## config.mk

```make
export PLATFORM = sky130hd
export DESIGN_NAME = fsm_rx_frame_flat
export DESIGN_NICKNAME = d
export VERILOG_FILES = /design/src/rtl/fsm_rx_frame_if.sv /design/src/rtl/fsm_rx_frame.sv /design/src/flat_wrapper.sv
export SDC_FILE = /design/constraint.sdc
export NUM_CORES = 1
export LEC_CHECK = 0
export ABC_CLOCK_PERIOD_IN_PS = 4660
export CAP_MARGIN = 0
export CORE_AREA = 2 2 85 87
export DETAILED_ROUTE_END_ITERATION = 12
export DIE_AREA = 0 0 87 89
export DONT_BUFFER_PORTS = 1
export SLEW_MARGIN = 5
export SYNTH_ARGS = -nofsm -noshare
export SYNTH_HDL_FRONTEND = slang
export SYNTH_SLANG_ARGS = --single-unit
```

## constraint.sdc

```tcl
create_clock -name clk -period 4.66 [get_ports clk]
set_input_delay 1.165 -clock clk [delete_from_list [all_inputs] [get_ports clk]]
set_output_delay 1.165 -clock clk [all_outputs]
set_load 0.1 [all_outputs]
```

## src/rtl/fsm_rx_frame_if.sv

```systemverilog
// Receive-frame FSM port bundle: line-timing strobes and config in, frame results out.
// Latency: none, wiring only.
// Backpressure: none; every result is a pulse or a held level.
interface fsm_rx_frame_if #(
    parameter int MAX_DATA_BITS = 9,
    parameter int WDT_WIDTH     = 16
);
    logic                     p_Enable_i;
    logic                     Rx_Synch_i;
    logic                     Bit_Synch_i;
    logic                     BitValue_i;
    logic [3:0]               DataBits_i;
    logic [2:0]               ParityMode_i;
    logic                     StopBits_i;
    logic [WDT_WIDTH-1:0]     WdtLimit_i;
    logic [4:0]               State_o;
    logic [3:0]               BitCounter_o;
    logic [MAX_DATA_BITS-1:0] Data_o;
    logic                     DataValid_o;
    logic                     ParityErr_o;
    logic                     FrameErr_o;
    logic                     Timeout_o;

    // Line front-end side: drives strobes and config, observes results.
    modport master (
        output p_Enable_i, Rx_Synch_i, Bit_Synch_i, BitValue_i,
        output DataBits_i, ParityMode_i, StopBits_i, WdtLimit_i,
        input  State_o, BitCounter_o, Data_o, DataValid_o,
        input  ParityErr_o, FrameErr_o, Timeout_o
    );

    // Frame FSM side.
    modport slave (
        input  p_Enable_i, Rx_Synch_i, Bit_Synch_i, BitValue_i,
        input  DataBits_i, ParityMode_i, StopBits_i, WdtLimit_i,
        output State_o, BitCounter_o, Data_o, DataValid_o,
        output ParityErr_o, FrameErr_o, Timeout_o
    );
endinterface

```

## src/rtl/fsm_rx_frame.sv

```systemverilog
// UART-style receive frame FSM: start, data (LSB first), optional parity, 1-2 stops, with watchdog and optional TMR.
// Latency: DataValid_o one cycle after the final stop Bit_Synch_i; Timeout_o while the watchdog equals its limit.
// Backpressure: none; results are one-cycle pulses with data/flags held until the next frame completes.
module fsm_rx_frame #(
    parameter int MAX_DATA_BITS = 9,
    parameter int WDT_WIDTH     = 16,
    parameter int TMR_EN        = 1
) (
    input  logic          clk,
    input  logic          rst,
    fsm_rx_frame_if.slave bus
);
    localparam logic [4:0] S_INTERVAL  = 5'b00001;
    localparam logic [4:0] S_STARTBIT  = 5'b00010;
    localparam logic [4:0] S_DATABITS  = 5'b00100;
    localparam logic [4:0] S_PARITYBIT = 5'b01000;
    localparam logic [4:0] S_STOPBIT   = 5'b10000;
    localparam logic [3:0] LEN_MIN     = 4'd5;
    localparam logic [3:0] LEN_MAX     = 4'(MAX_DATA_BITS);
    localparam logic       TMR         = (TMR_EN != 0);

    // Redundant copies; copies 1/2 are held at zero (and optimised away) when TMR is off.
    logic [4:0]           r_state0, r_state1, r_state2;
    logic [3:0]           r_bitcnt0, r_bitcnt1, r_bitcnt2;
    logic [WDT_WIDTH-1:0] r_wdt0, r_wdt1, r_wdt2;

    logic [4:0]           w_state, w_state_nxt;
    logic [3:0]           w_bitcnt, w_bitcnt_nxt;
    logic [WDT_WIDTH-1:0] w_wdt, w_wdt_nxt;

    // Per-frame latched configuration and accumulation.
    logic [3:0]               r_len;
    logic [2:0]               r_par;
    logic                     r_stop, r_stopcnt;
    logic [MAX_DATA_BITS-1:0] r_shift, r_data;
    logic                     r_acc, r_perr_int, r_ferr_int;
    logic                     r_dvalid, r_perr, r_ferr;

    logic       w_legal, w_par_none, w_tmo_hit, w_final_stop, w_par_exp;
    logic [3:0] w_len_in;
    logic       w_start, w_data_bit, w_par_chk, w_stop_bit, w_complete, w_early, w_timeout;

    assign w_state  = TMR ? ((r_state0 & r_state1) | (r_state0 & r_state2) | (r_state1 & r_state2)) : r_state0;
    assign w_bitcnt = TMR ? ((r_bitcnt0 & r_bitcnt1) | (r_bitcnt0 & r_bitcnt2) | (r_bitcnt1 & r_bitcnt2)) : r_bitcnt0;
    assign w_wdt    = TMR ? ((r_wdt0 & r_wdt1) | (r_wdt0 & r_wdt2) | (r_wdt1 & r_wdt2)) : r_wdt0;

    assign w_legal      = (w_state == S_INTERVAL) || (w_state == S_STARTBIT) || (w_state == S_DATABITS) ||
                          (w_state == S_PARITYBIT) || (w_state == S_STOPBIT);
    assign w_par_none   = (r_par == 3'd0) || (r_par > 3'd4);
    assign w_tmo_hit    = (bus.WdtLimit_i != '0) && (w_wdt == bus.WdtLimit_i) && (w_state != S_INTERVAL);
    assign w_final_stop = (r_stopcnt == r_stop);

    // Clamp the requested data length into the supported range.
    always_comb begin
        w_len_in = bus.DataBits_i;
        if (bus.DataBits_i < LEN_MIN)      w_len_in = LEN_MIN;
        else if (bus.DataBits_i > LEN_MAX) w_len_in = LEN_MAX;
    end

    // Expected parity bit for the latched mode (mark/space are fixed levels).
    always_comb begin
        case (r_par)
            3'd1:    w_par_exp = r_acc;
            3'd2:    w_par_exp = ~r_acc;
            3'd3:    w_par_exp = 1'b1;
            default: w_par_exp = 1'b0;
        endcase
    end

    // State register: every copy reloads from the value derived from the voted state, which scrubs upsets.
    always_ff @(posedge clk) begin
        if (rst) begin
            r_state0  <= S_INTERVAL;
            r_state1  <= TMR ? S_INTERVAL : '0;
            r_state2  <= TMR ? S_INTERVAL : '0;
            r_bitcnt0 <= '0;
            r_bitcnt1 <= '0;
            r_bitcnt2 <= '0;
            r_wdt0    <= '0;
            r_wdt1    <= '0;
            r_wdt2    <= '0;
        end else begin
            r_state0  <= w_state_nxt;
            r_state1  <= TMR ? w_state_nxt : '0;
            r_state2  <= TMR ? w_state_nxt : '0;
            r_bitcnt0 <= w_bitcnt_nxt;
            r_bitcnt1 <= TMR ? w_bitcnt_nxt : '0;
            r_bitcnt2 <= TMR ? w_bitcnt_nxt : '0;
            r_wdt0    <= w_wdt_nxt;
            r_wdt1    <= TMR ? w_wdt_nxt : '0;
            r_wdt2    <= TMR ? w_wdt_nxt : '0;
        end
    end

    // Next-state, bit counter, watchdog and per-cycle datapath events; disable and bad state win, then timeout.
    always_comb begin
        w_state_nxt  = w_state;
        w_bitcnt_nxt = w_bitcnt;
        w_start      = 1'b0;
        w_data_bit   = 1'b0;
        w_par_chk    = 1'b0;
        w_stop_bit   = 1'b0;
        w_complete   = 1'b0;
        w_early      = 1'b0;
        w_timeout    = 1'b0;
        if (!bus.p_Enable_i || !w_legal) begin
            w_state_nxt  = S_INTERVAL;
            w_bitcnt_nxt = '0;
        end else if (w_tmo_hit) begin
            w_state_nxt  = S_INTERVAL;
            w_bitcnt_nxt = '0;
            w_timeout    = 1'b1;
        end else begin
            case (w_state)
                S_INTERVAL: begin
                    if (bus.Rx_Synch_i) begin
                        w_state_nxt = S_STARTBIT;
                        w_start     = 1'b1;
                    end
                end
                S_STARTBIT: begin
                    if (bus.Bit_Synch_i) begin
                        w_state_nxt  = bus.BitValue_i ? S_INTERVAL : S_DATABITS;
                        w_bitcnt_nxt = '0;
                    end
                end
                S_DATABITS: begin
                    if (bus.Bit_Synch_i) begin
                        w_data_bit = 1'b1;
                        if (w_bitcnt == (r_len - 4'd1)) begin
                            w_bitcnt_nxt = '0;
                            w_state_nxt  = w_par_none ? S_STOPBIT : S_PARITYBIT;
                        end else begin
                            w_bitcnt_nxt = w_bitcnt + 4'd1;
                        end
                    end
                end
                S_PARITYBIT: begin
                    if (bus.Bit_Synch_i) begin
                        w_par_chk   = 1'b1;
                        w_state_nxt = S_STOPBIT;
                    end
                end
                S_STOPBIT: begin
                    if (bus.Bit_Synch_i && w_final_stop) begin
                        // A start edge coinciding with the last stop bit still completes normally.
                        w_stop_bit  = 1'b1;
                        w_complete  = 1'b1;
                        w_start     = bus.Rx_Synch_i;
                        w_state_nxt = bus.Rx_Synch_i ? S_STARTBIT : S_INTERVAL;
                    end else if (bus.Rx_Synch_i) begin
                        // New frame cut this one short: deliver it flagged as a framing error.
                        w_early     = 1'b1;
                        w_complete  = 1'b1;
                        w_start     = 1'b1;
                        w_state_nxt = S_STARTBIT;
                    end else if (bus.Bit_Synch_i) begin
                        w_stop_bit = 1'b1;
                    end
                end
                default: begin
                    w_state_nxt  = S_INTERVAL;
                    w_bitcnt_nxt = '0;
                end
            endcase
        end
        w_wdt_nxt = (bus.Bit_Synch_i || (w_state_nxt != w_state) || (w_state == S_INTERVAL)) ?
                    '0 : w_wdt + WDT_WIDTH'(1);
    end

    // Frame datapath: shift in data, accumulate parity/frame errors, publish results on completion.
    always_ff @(posedge clk) begin
        if (rst) begin
            r_len      <= LEN_MIN;
            r_par      <= '0;
            r_stop     <= 1'b0;
            r_stopcnt  <= 1'b0;
            r_shift    <= '0;
            r_acc      <= 1'b0;
            r_perr_int <= 1'b0;
            r_ferr_int <= 1'b0;
            r_data     <= '0;
            r_dvalid   <= 1'b0;
            r_perr     <= 1'b0;
            r_ferr     <= 1'b0;
        end else begin
            r_dvalid <= w_complete;
            if (w_data_bit) begin
                for (int i = 0; i < MAX_DATA_BITS; i++) begin
                    if (4'(i) == w_bitcnt) r_shift[i] <= bus.BitValue_i;
                end
                r_acc <= r_acc ^ bus.BitValue_i;
            end
            if (w_par_chk && (bus.BitValue_i != w_par_exp)) r_perr_int <= 1'b1;
            if (w_stop_bit && !bus.BitValue_i)              r_ferr_int <= 1'b1;
            if (w_stop_bit && !w_final_stop)                r_stopcnt  <= 1'b1;
            if (w_complete) begin
                r_data <= r_shift;
                r_perr <= r_perr_int;
                r_ferr <= r_ferr_int | w_early | (w_stop_bit & ~bus.BitValue_i);
            end
            // Start of frame is last so it overrides the accumulators of a frame completing this cycle.
            if (w_start) begin
                r_len      <= w_len_in;
                r_par      <= bus.ParityMode_i;
                r_stop     <= bus.StopBits_i;
                r_stopcnt  <= 1'b0;
                r_shift    <= '0;
                r_acc      <= 1'b0;
                r_perr_int <= 1'b0;
                r_ferr_int <= 1'b0;
            end
        end
    end

    // Output decode from voted state and result registers.
    always_comb begin
        bus.State_o      = w_state;
        bus.BitCounter_o = (w_state == S_DATABITS) ? w_bitcnt : 4'd0;
        bus.Data_o       = r_data;
        bus.DataValid_o  = r_dvalid;
        bus.ParityErr_o  = r_perr;
        bus.FrameErr_o   = r_ferr;
        bus.Timeout_o    = w_timeout;
    end
endmodule

```

## src/flat_wrapper.sv

```systemverilog
// flat-port wrapper written by rule: the top's interface ports become plain ports
module fsm_rx_frame_flat 
#(
    parameter int MAX_DATA_BITS = 9,
    parameter int WDT_WIDTH     = 16,
    parameter int TMR_EN        = 1
)
  (clk, rst, bus_p_Enable_i, bus_Rx_Synch_i, bus_Bit_Synch_i, bus_BitValue_i, bus_DataBits_i, bus_ParityMode_i, bus_StopBits_i, bus_WdtLimit_i, bus_State_o, bus_BitCounter_o, bus_Data_o, bus_DataValid_o, bus_ParityErr_o, bus_FrameErr_o, bus_Timeout_o);
  fsm_rx_frame_if #(.MAX_DATA_BITS(MAX_DATA_BITS), .WDT_WIDTH(WDT_WIDTH)) bus_i ();
  input  logic clk;
  input  logic rst;
  input wire logic [$bits(bus_i.p_Enable_i)-1:0] bus_p_Enable_i;
  input wire logic [$bits(bus_i.Rx_Synch_i)-1:0] bus_Rx_Synch_i;
  input wire logic [$bits(bus_i.Bit_Synch_i)-1:0] bus_Bit_Synch_i;
  input wire logic [$bits(bus_i.BitValue_i)-1:0] bus_BitValue_i;
  input wire logic [$bits(bus_i.DataBits_i)-1:0] bus_DataBits_i;
  input wire logic [$bits(bus_i.ParityMode_i)-1:0] bus_ParityMode_i;
  input wire logic [$bits(bus_i.StopBits_i)-1:0] bus_StopBits_i;
  input wire logic [$bits(bus_i.WdtLimit_i)-1:0] bus_WdtLimit_i;
  output wire logic [$bits(bus_i.State_o)-1:0] bus_State_o;
  output wire logic [$bits(bus_i.BitCounter_o)-1:0] bus_BitCounter_o;
  output wire logic [$bits(bus_i.Data_o)-1:0] bus_Data_o;
  output wire logic [$bits(bus_i.DataValid_o)-1:0] bus_DataValid_o;
  output wire logic [$bits(bus_i.ParityErr_o)-1:0] bus_ParityErr_o;
  output wire logic [$bits(bus_i.FrameErr_o)-1:0] bus_FrameErr_o;
  output wire logic [$bits(bus_i.Timeout_o)-1:0] bus_Timeout_o;
  assign bus_i.p_Enable_i = bus_p_Enable_i;
  assign bus_i.Rx_Synch_i = bus_Rx_Synch_i;
  assign bus_i.Bit_Synch_i = bus_Bit_Synch_i;
  assign bus_i.BitValue_i = bus_BitValue_i;
  assign bus_i.DataBits_i = bus_DataBits_i;
  assign bus_i.ParityMode_i = bus_ParityMode_i;
  assign bus_i.StopBits_i = bus_StopBits_i;
  assign bus_i.WdtLimit_i = bus_WdtLimit_i;
  assign bus_State_o = bus_i.State_o;
  assign bus_BitCounter_o = bus_i.BitCounter_o;
  assign bus_Data_o = bus_i.Data_o;
  assign bus_DataValid_o = bus_i.DataValid_o;
  assign bus_ParityErr_o = bus_i.ParityErr_o;
  assign bus_FrameErr_o = bus_i.FrameErr_o;
  assign bus_Timeout_o = bus_i.Timeout_o;
  fsm_rx_frame #(.MAX_DATA_BITS(MAX_DATA_BITS), .WDT_WIDTH(WDT_WIDTH), .TMR_EN(TMR_EN)) u_core (.clk(clk), .rst(rst), .bus(bus_i));
endmodule
```

==> results of run 1 <==
## synthesized netlist by cell type (2+ instances only)
library cell  instances
nor2_1               69
dfxtp_1              58
xor2_1               29
mux2i_1              26
nand2_1              16
nand3_1              15
nand4_1              14
nor3_1               14
a21oi_1              12
xnor2_1              11
and2_1                9
buf_2                 9
inv_1                 9
nor4_1                9
ha_1                  6
and3_1                5
clkbuf_1              5
nand2b_1              5
o21ai_0               5
nor2b_1               4
a211o_1               3
a22oi_1               3
a31oi_1               3
nor3b_1               3
a31oi_2               2
buf_1                 2
buf_6                 2
nand4b_1              2
nor3b_2               2
o21a_1                2
o21ai_2               2
or3_1                 2
## kinds of logic (layout without fill, tap and decap cells)
logic type	after synthesis	in the layout	share of synthesized area
multiplexers	27	27	0.0809
AND/OR/NAND/NOR	180	180	0.290
XOR/XNOR	41	41	0.111
buffers and inverters	27	35	0.0380
adder cells (fa/ha/maj)	6	6	0.0224
flip-flops	58	58	0.346
AO/OA/AOI/OAI	47	47	0.112
## layout by cell type (no fill, tap or decap), drive strengths merged, types with 4 or more instances in the layout
master | Yosys | final
a21oi | 12 | 12
a31oi | 5 | 5
and2 | 9 | 9
and3 | 5 | 5
buf | 13 | 10
clkbuf | 5 | 11
dfxtp | 58 | 58
ha | 6 | 6
inv | 9 | 9
mux2i | 26 | 26
nand2 | 16 | 16
nand2b | 5 | 5
nand3 | 16 | 16
nand4 | 15 | 15
nor2 | 69 | 69
nor2b | 4 | 4
nor3 | 15 | 15
nor3b | 5 | 5
nor4 | 11 | 11
o21ai | 7 | 7
xnor2 | 11 | 11
xor2 | 29 | 29
## sequential cells by signal, indices dropped and copies added (netlist names), 3 cells and up
signal / cells
u_core.r_wdt0: 16
u_core.bus.Data_o: 9
u_core.r_shift: 9
u_core.r_state0: 5
u_core.r_bitcnt2: 4
u_core.r_len: 4
u_core.r_par: 3
## final timing paths
check | from | end | slack [ps] | cells after the start
setup / recovery | bus_WdtLimit_i[9] | bus_Timeout_o | 840 | 6
setup reg to reg | u_core.r_state0[1]$_SDFF_PP0_ | u_core.bus.ParityErr_o$_SDFFE_PP0P_ | 1700 | 7
hold / removal | u_core.r_len[3]$_SDFFE_PP0P_ | u_core.r_len[3]$_SDFFE_PP0P_ | 470 | 2
hold reg to reg | u_core.r_len[3]$_SDFFE_PP0P_ | u_core.r_len[3]$_SDFFE_PP0P_ | 470 | 2
## per-layer routing
metal	up-vias	GRT usage	wire length, um	part of all wire
met3	4	0.0480	479	0.062
li1	1372	-	-	-
met1	1294	0.280	3650	0.48
met2	82	0.324	3500	0.46
met5	-	0	0	0
met4	0	0.0668	53	0.0069
## worst register-to-register path: stages (launching register included)
cell      delay, ps
dfxtp_1         500
nor2_1          480
nand3_1         230
o221ai_1        470
o21ai_2         250
nor3_4          620
mux2i_1         250
nor2_1           60
## layout make-up
cell class                      count  area share
Clock buffer                       11      0.0391
Sequential cell                    58       0.321
Timing Repair Buffer               10      0.0208
Inverter                            9     0.00934
Clock inverter                      5     0.00830
Tap cell                           80      0.0277
Multi-Input combinational cell    301       0.574
## power by group through the flow
stage	logic (mW)	registers (mW)	clock network, mW
CTS	0.0841	0.506	0.415
finish	0.0840	0.506	0.403
global route	0.0930	0.506	0.435
detailed placement	0.0835	0.517	0
floorplan	0.0690	0.522	0
global placement	0.0824	0.517	0
==> impl_metrics.env, run 1 <==
export IMPL_cp_buffers_inverters=1
export IMPL_cp_slowest_cell="or3_1"
export IMPL_setup_viol=0
export IMPL_yosys_area_top_type="dfxtp_1"
export IMPL_clk_pin_slew_ps=70
export IMPL_synthDistinctLibCells=60
export IMPL_grt_pass1_wl_mm=12.4
export IMPL_drtIter0Drc=179
export IMPL_numCtsBuffers=9
export IMPL_p_sw_mw=0.256
export IMPL_status="finished, final reports clean"
export IMPL_clock_latency_ps=330
export IMPL_fin_area_um2=3620
export IMPL_hold_class="reg2reg"
export IMPL_dp_cells=458
export IMPL_p_seq_frac=0.509
export IMPL_fillCellCount=641
export IMPL_antenna_found_initial=0
export IMPL_clkSinkCount=58
export IMPL_drv_slew=0
export IMPL_hold_ws_ps=466
export IMPL_drt_pass1_iterations=4
export IMPL_drcViolationCount=0
export IMPL_instances_no_fill=474
export IMPL_worst_slew_pin_slew_ps=1000
export IMPL_ys_async_sr_fraction=0
export IMPL_via_per_inst=5.81
export IMPL_ys_ff_latch=58
export IMPL_finish_utilization=0.538
export IMPL_setup_slack_ps=837
export IMPL_nNetsFinal=425
export IMPL_io_buffers=0
export IMPL_place_congestion=0.875
export IMPL_seq_area_um2=1160
export IMPL_cts_tree="done"
export IMPL_overflow=0
export IMPL_cts_root_buf="clkbuf_8"
export IMPL_clockBufferDepth=2
export IMPL_p_int_mw=0.738
export IMPL_synth_fp_nets=422
export IMPL_cp_arrival_ps=2660
export IMPL_avgSynthCellArea_um2=8.70
export IMPL_ios=52
export IMPL_startpoint_type="input pin"
export IMPL_dp_hpwl_mm=5.65
export IMPL_dpl_cell_area_um2=3450
export IMPL_endpoint_kind="output pin"
export IMPL_die_y_um=89
export IMPL_grt_pass1_vias=2587
export IMPL_ys_seq_area_frac=0.346
export IMPL_power_frac_clock=0.406
export IMPL_cp_top_family="simple AND/OR/NAND/NOR gates"
export IMPL_yosysWarnings=0
export IMPL_period_needed_ps=3820
export IMPL_core_area_um2=6720
export IMPL_cts_setup_buffers=0
export IMPL_synth_top_cell_area_share=0.346
export IMPL_fin_crit_sh=0.820
export IMPL_antenna_left=0
export IMPL_critical_path_peak_fanout=6
export IMPL_slowest_delay_ps=450
export IMPL_slew_headroom=0.330
export IMPL_num_vias=2752
export IMPL_fp_dieW_um=87
export IMPL_ctsHoldBuffers=0
export IMPL_design_die_area_um2=7740
export IMPL_ir_drop_uv=235
export IMPL_max_clock_freq_ghz=0.262
export IMPL_synth_area_top_cells="dfxtp_1 35%, mux2i_1 7.8%, nor2_1 7.7%"
export IMPL_finalSetupTns_ps=0
export IMPL_fp_row_count=30
export IMPL_synth_edf_count=0
export IMPL_fin_skew_ps=8.81
export IMPL_p_leak_nw=1.32
export IMPL_drv_cap=0
export IMPL_crit_type="in2out"
export IMPL_comb_power_share=0.085
export IMPL_multi_input_area_um2=2080
export IMPL_hold_violations=0
export IMPL_grt_max_degree=25
export IMPL_wl_per_cell_um=16.2
export IMPL_powerDensity_nw_per_um2=275
export IMPL_initial_core_util=0.500
export IMPL_rsz0062_at_grt="no"
export IMPL_area_growth_pct=7.75
export IMPL_drive_gt1_frac=0.119
export IMPL_post_place_ws_ps=842
export IMPL_antennaDiodeCount=0
export IMPL_synth_flop_cell="dfxtp_1"
export IMPL_syn_inst=386
export IMPL_worstPathRequired_ps=3490
export IMPL_cts_resized=0
export IMPL_worstPathCellList="xor2_1 > nor4_1 > nand2_1 > or3_1 > nor2b_2 > buf_4"
export IMPL_swShare=0.257
export IMPL_htreeDepth=3
export IMPL_track_usage=0.206
export IMPL_routed_wl_mm=7.68
export IMPL_syn_area_um2=3360
export IMPL_power_mw=0.993
No activity file was read; power rests on OpenSTA's default activity.
==> run 2: changes to the inputs <==
--- a/config.mk
+++ b/config.mk
@@ -5,12 +5,13 @@
 export SDC_FILE = /design/constraint.sdc
 export NUM_CORES = 1
 export LEC_CHECK = 0
-export ABC_CLOCK_PERIOD_IN_PS = 4660
+export ABC_CLOCK_PERIOD_IN_PS = 3150
 export CAP_MARGIN = 0
 export CORE_AREA = 2 2 85 87
 export DETAILED_ROUTE_END_ITERATION = 12
 export DIE_AREA = 0 0 87 89
 export DONT_BUFFER_PORTS = 1
+export PLACE_DENSITY = 0.67
 export SLEW_MARGIN = 5
 export SYNTH_ARGS = -nofsm -noshare
 export SYNTH_HDL_FRONTEND = slang
==> constraint.sdc (replaced) <==
create_clock -name clk -period 3.15 [get_ports clk]
set_input_delay 0.7875 -clock clk [delete_from_list [all_inputs] [get_ports clk]]
set_output_delay 0.7875 -clock clk [all_outputs]
set_load 0.1 [all_outputs]
==> run 2 against run 1 <==
  * Die area is the same
  * Setup slack worse by 650 ps
  * Design area increased by 5.1%
  * Utilization increased by 2.8 points
  * Non-clock buffer count up 10
  * Critical path type is now reg2out
  * Critical endpoint unchanged
  * Largest cell class unchanged
==> impl_metrics.env, run 2 (synthesized netlist as in run 1, its figures left out) <==
export IMPL_antennaDiodeCount=0
export IMPL_htreeDepth=3
export IMPL_wl_met2_mm=3.62
export IMPL_fin_skew_ps=9.35
export IMPL_antenna_left=0
export IMPL_cts_setup_buffers=0
export IMPL_die_y_um=89
export IMPL_instances_no_fill=484
export IMPL_clockBufferDepth=2
export IMPL_cts_tree="done"
export IMPL_setup_viol=0
export IMPL_powerDensity_nw_per_um2=432
export IMPL_wl_met1_mm=3.52
export IMPL_drive_gt1_frac=0.141
export IMPL_dp_hpwl_mm=5.77
export IMPL_drcViolationCount=0
export IMPL_grt_pass1_wl_mm=12.6
export IMPL_cts_root_buf="clkbuf_8"
export IMPL_swShare=0.233
export IMPL_slowest_delay_ps=630
export IMPL_max_clock_freq_ghz=0.337
export IMPL_routed_wl_mm=7.66
export IMPL_dp_cells=468
export IMPL_status="finished, final reports clean"
export IMPL_grt_max_degree=25
export IMPL_drv_slew=0
export IMPL_num_vias=2791
export IMPL_core_area_um2=6720
export IMPL_top_register="u_core.r_wdt0"
export IMPL_overflow=0
export IMPL_track_usage=0.209
export IMPL_final_common_cell="nor2_1"
export IMPL_highest_layer="met4"
export IMPL_initial_core_util=0.500
export IMPL_worstPathRequired_ps=2360
export IMPL_clkSinkCount=58
export IMPL_cts_resized=0
export IMPL_fp_row_count=30
export IMPL_place_congestion=0.898
export IMPL_cp_arrival_ps=2180
export IMPL_p_sw_mw=0.382
export IMPL_p_leak_nw=1.41
export IMPL_comb_power_share=0.079
export IMPL_hold_violations=0
export IMPL_endpoint_kind="output pin"
export IMPL_design_die_area_um2=7740
export IMPL_layout_common_cells="67 x nor2_1, 58 x dfxtp_1, 29 x xor2_1"
export IMPL_period_needed_ps=2970
export IMPL_slew_headroom=0.338
export IMPL_wl_met3_um=430
export IMPL_rsz0062_at_grt="no"
export IMPL_antenna_found_initial=0
export IMPL_clk_pin_slew_ps=70
export IMPL_p_seq_frac=0.457
export IMPL_wl_per_cell_um=15.8
export IMPL_fp_dieW_um=87
export IMPL_ctsHoldBuffers=0
export IMPL_drtIter0Drc=119
export IMPL_cp_slowest_cell="dfxtp_1"
export IMPL_power_mw=1.64
export IMPL_startpoint_type="register"
export IMPL_hold_ws_ps=465
export IMPL_power_frac_clock=0.464
export IMPL_worst_slew_pin_slew_ps=991
export IMPL_worstPathCellList="or3_4 > or3b_4 > nand2_1 > or3_1 > nor2b_2 > buf_12"
export IMPL_via_per_inst=5.77
export IMPL_io_buffers=0
export IMPL_critical_path_peak_fanout=14
export IMPL_crit_type="reg2out"
export IMPL_fin_crit_sh=0.941
export IMPL_area_growth_pct=13.3
export IMPL_cp_buffers_inverters=1
export IMPL_finish_utilization=0.566
export IMPL_grt_pass1_vias=2678
export IMPL_largest_reg_flops=16
export IMPL_ios=52
export IMPL_hold_class="reg2reg"
export IMPL_fillCellCount=616
export IMPL_drt_pass1_iterations=6
export IMPL_cp_top_family="simple AND/OR/NAND/NOR gates"
export IMPL_ir_drop_uv=273
export IMPL_numCtsBuffers=9
export IMPL_drv_cap=0
export IMPL_p_int_mw=1.26
export IMPL_clock_latency_ps=340
export IMPL_nNetsFinal=435
run 2: changes by cell type in the layout (fill, tap and decap cells not counted), sizes merged:
| cell | delta |
|---|---|
| clkinv | -1 |
| clkinvlp | -1 |
| bufinv | +2 |
| buf | +10 |
run 2: power by group through the flow:
stage,Sequential (mW),Combinational (mW),Clock (mW)
detailed placement,0.766,0.129,0
global placement,0.766,0.127,0
global route,0.750,0.143,0.817
CTS,0.750,0.130,0.781
finish,0.750,0.130,0.761
floorplan,0.772,0.102,0
run 2: cell type report:
class	count	area, um2	area share
Sequential cell	58	1160	0.305
Tap cell	80	100	0.0263
Clock buffer	11	141	0.0372
Timing Repair Buffer	20	213	0.0559
Clock inverter	5	77.6	0.0204
Inverter	9	33.8	0.00888
Multi-Input combinational cell	301	2080	0.546
run 2: tightest hold or removal path, stage by stage, from the launching register on:
cell	delay [ps]
dfxtp_1	320
nand2_1	50
a21oi_1	50
run 2: path summary, 6_finish.rpt:
| check | start | endpoint | slack [ps] | cells past startpoint |
|---|---|---|---|---|
| worst max-delay path | u_core.r_state0[2]$_SDFF_PP0_ | bus_Timeout_o | 180 | 6 |
| worst min-delay path | u_core.r_len[3]$_SDFFE_PP0P_ | u_core.r_len[3]$_SDFFE_PP0P_ | 460 | 2 |
| worst max register to register | u_core.r_state0[3]$_SDFF_PP0_ | u_core.r_wdt0[5]$_SDFF_PP0_ | 690 | 8 |
| worst min register to register | u_core.r_len[3]$_SDFFE_PP0P_ | u_core.r_len[3]$_SDFFE_PP0P_ | 460 | 2 |
run 2: metal layers:
| metal | up-vias | track usage |
|---|---|---|
| met5 | - | 0 |
| met4 | 0 | 0.0767 |
| met3 | 13 | 0.0591 |
| met2 | 70 | 0.339 |
| met1 | 1316 | 0.267 |
| li1 | 1392 | - |
run 2: stage by stage:
step | instance area [um2] | setup slack, ps | TNS [ps]
after detailed placement | 3580 | 188 | 0
after CTS | 3800 | 185 | 0
final | 3800 | 185 | 0
after global placement | 3580 | 214 | 0
after floorplan | 3360 | -376 | -1070
after global routing | 3800 | 48.6 | 0
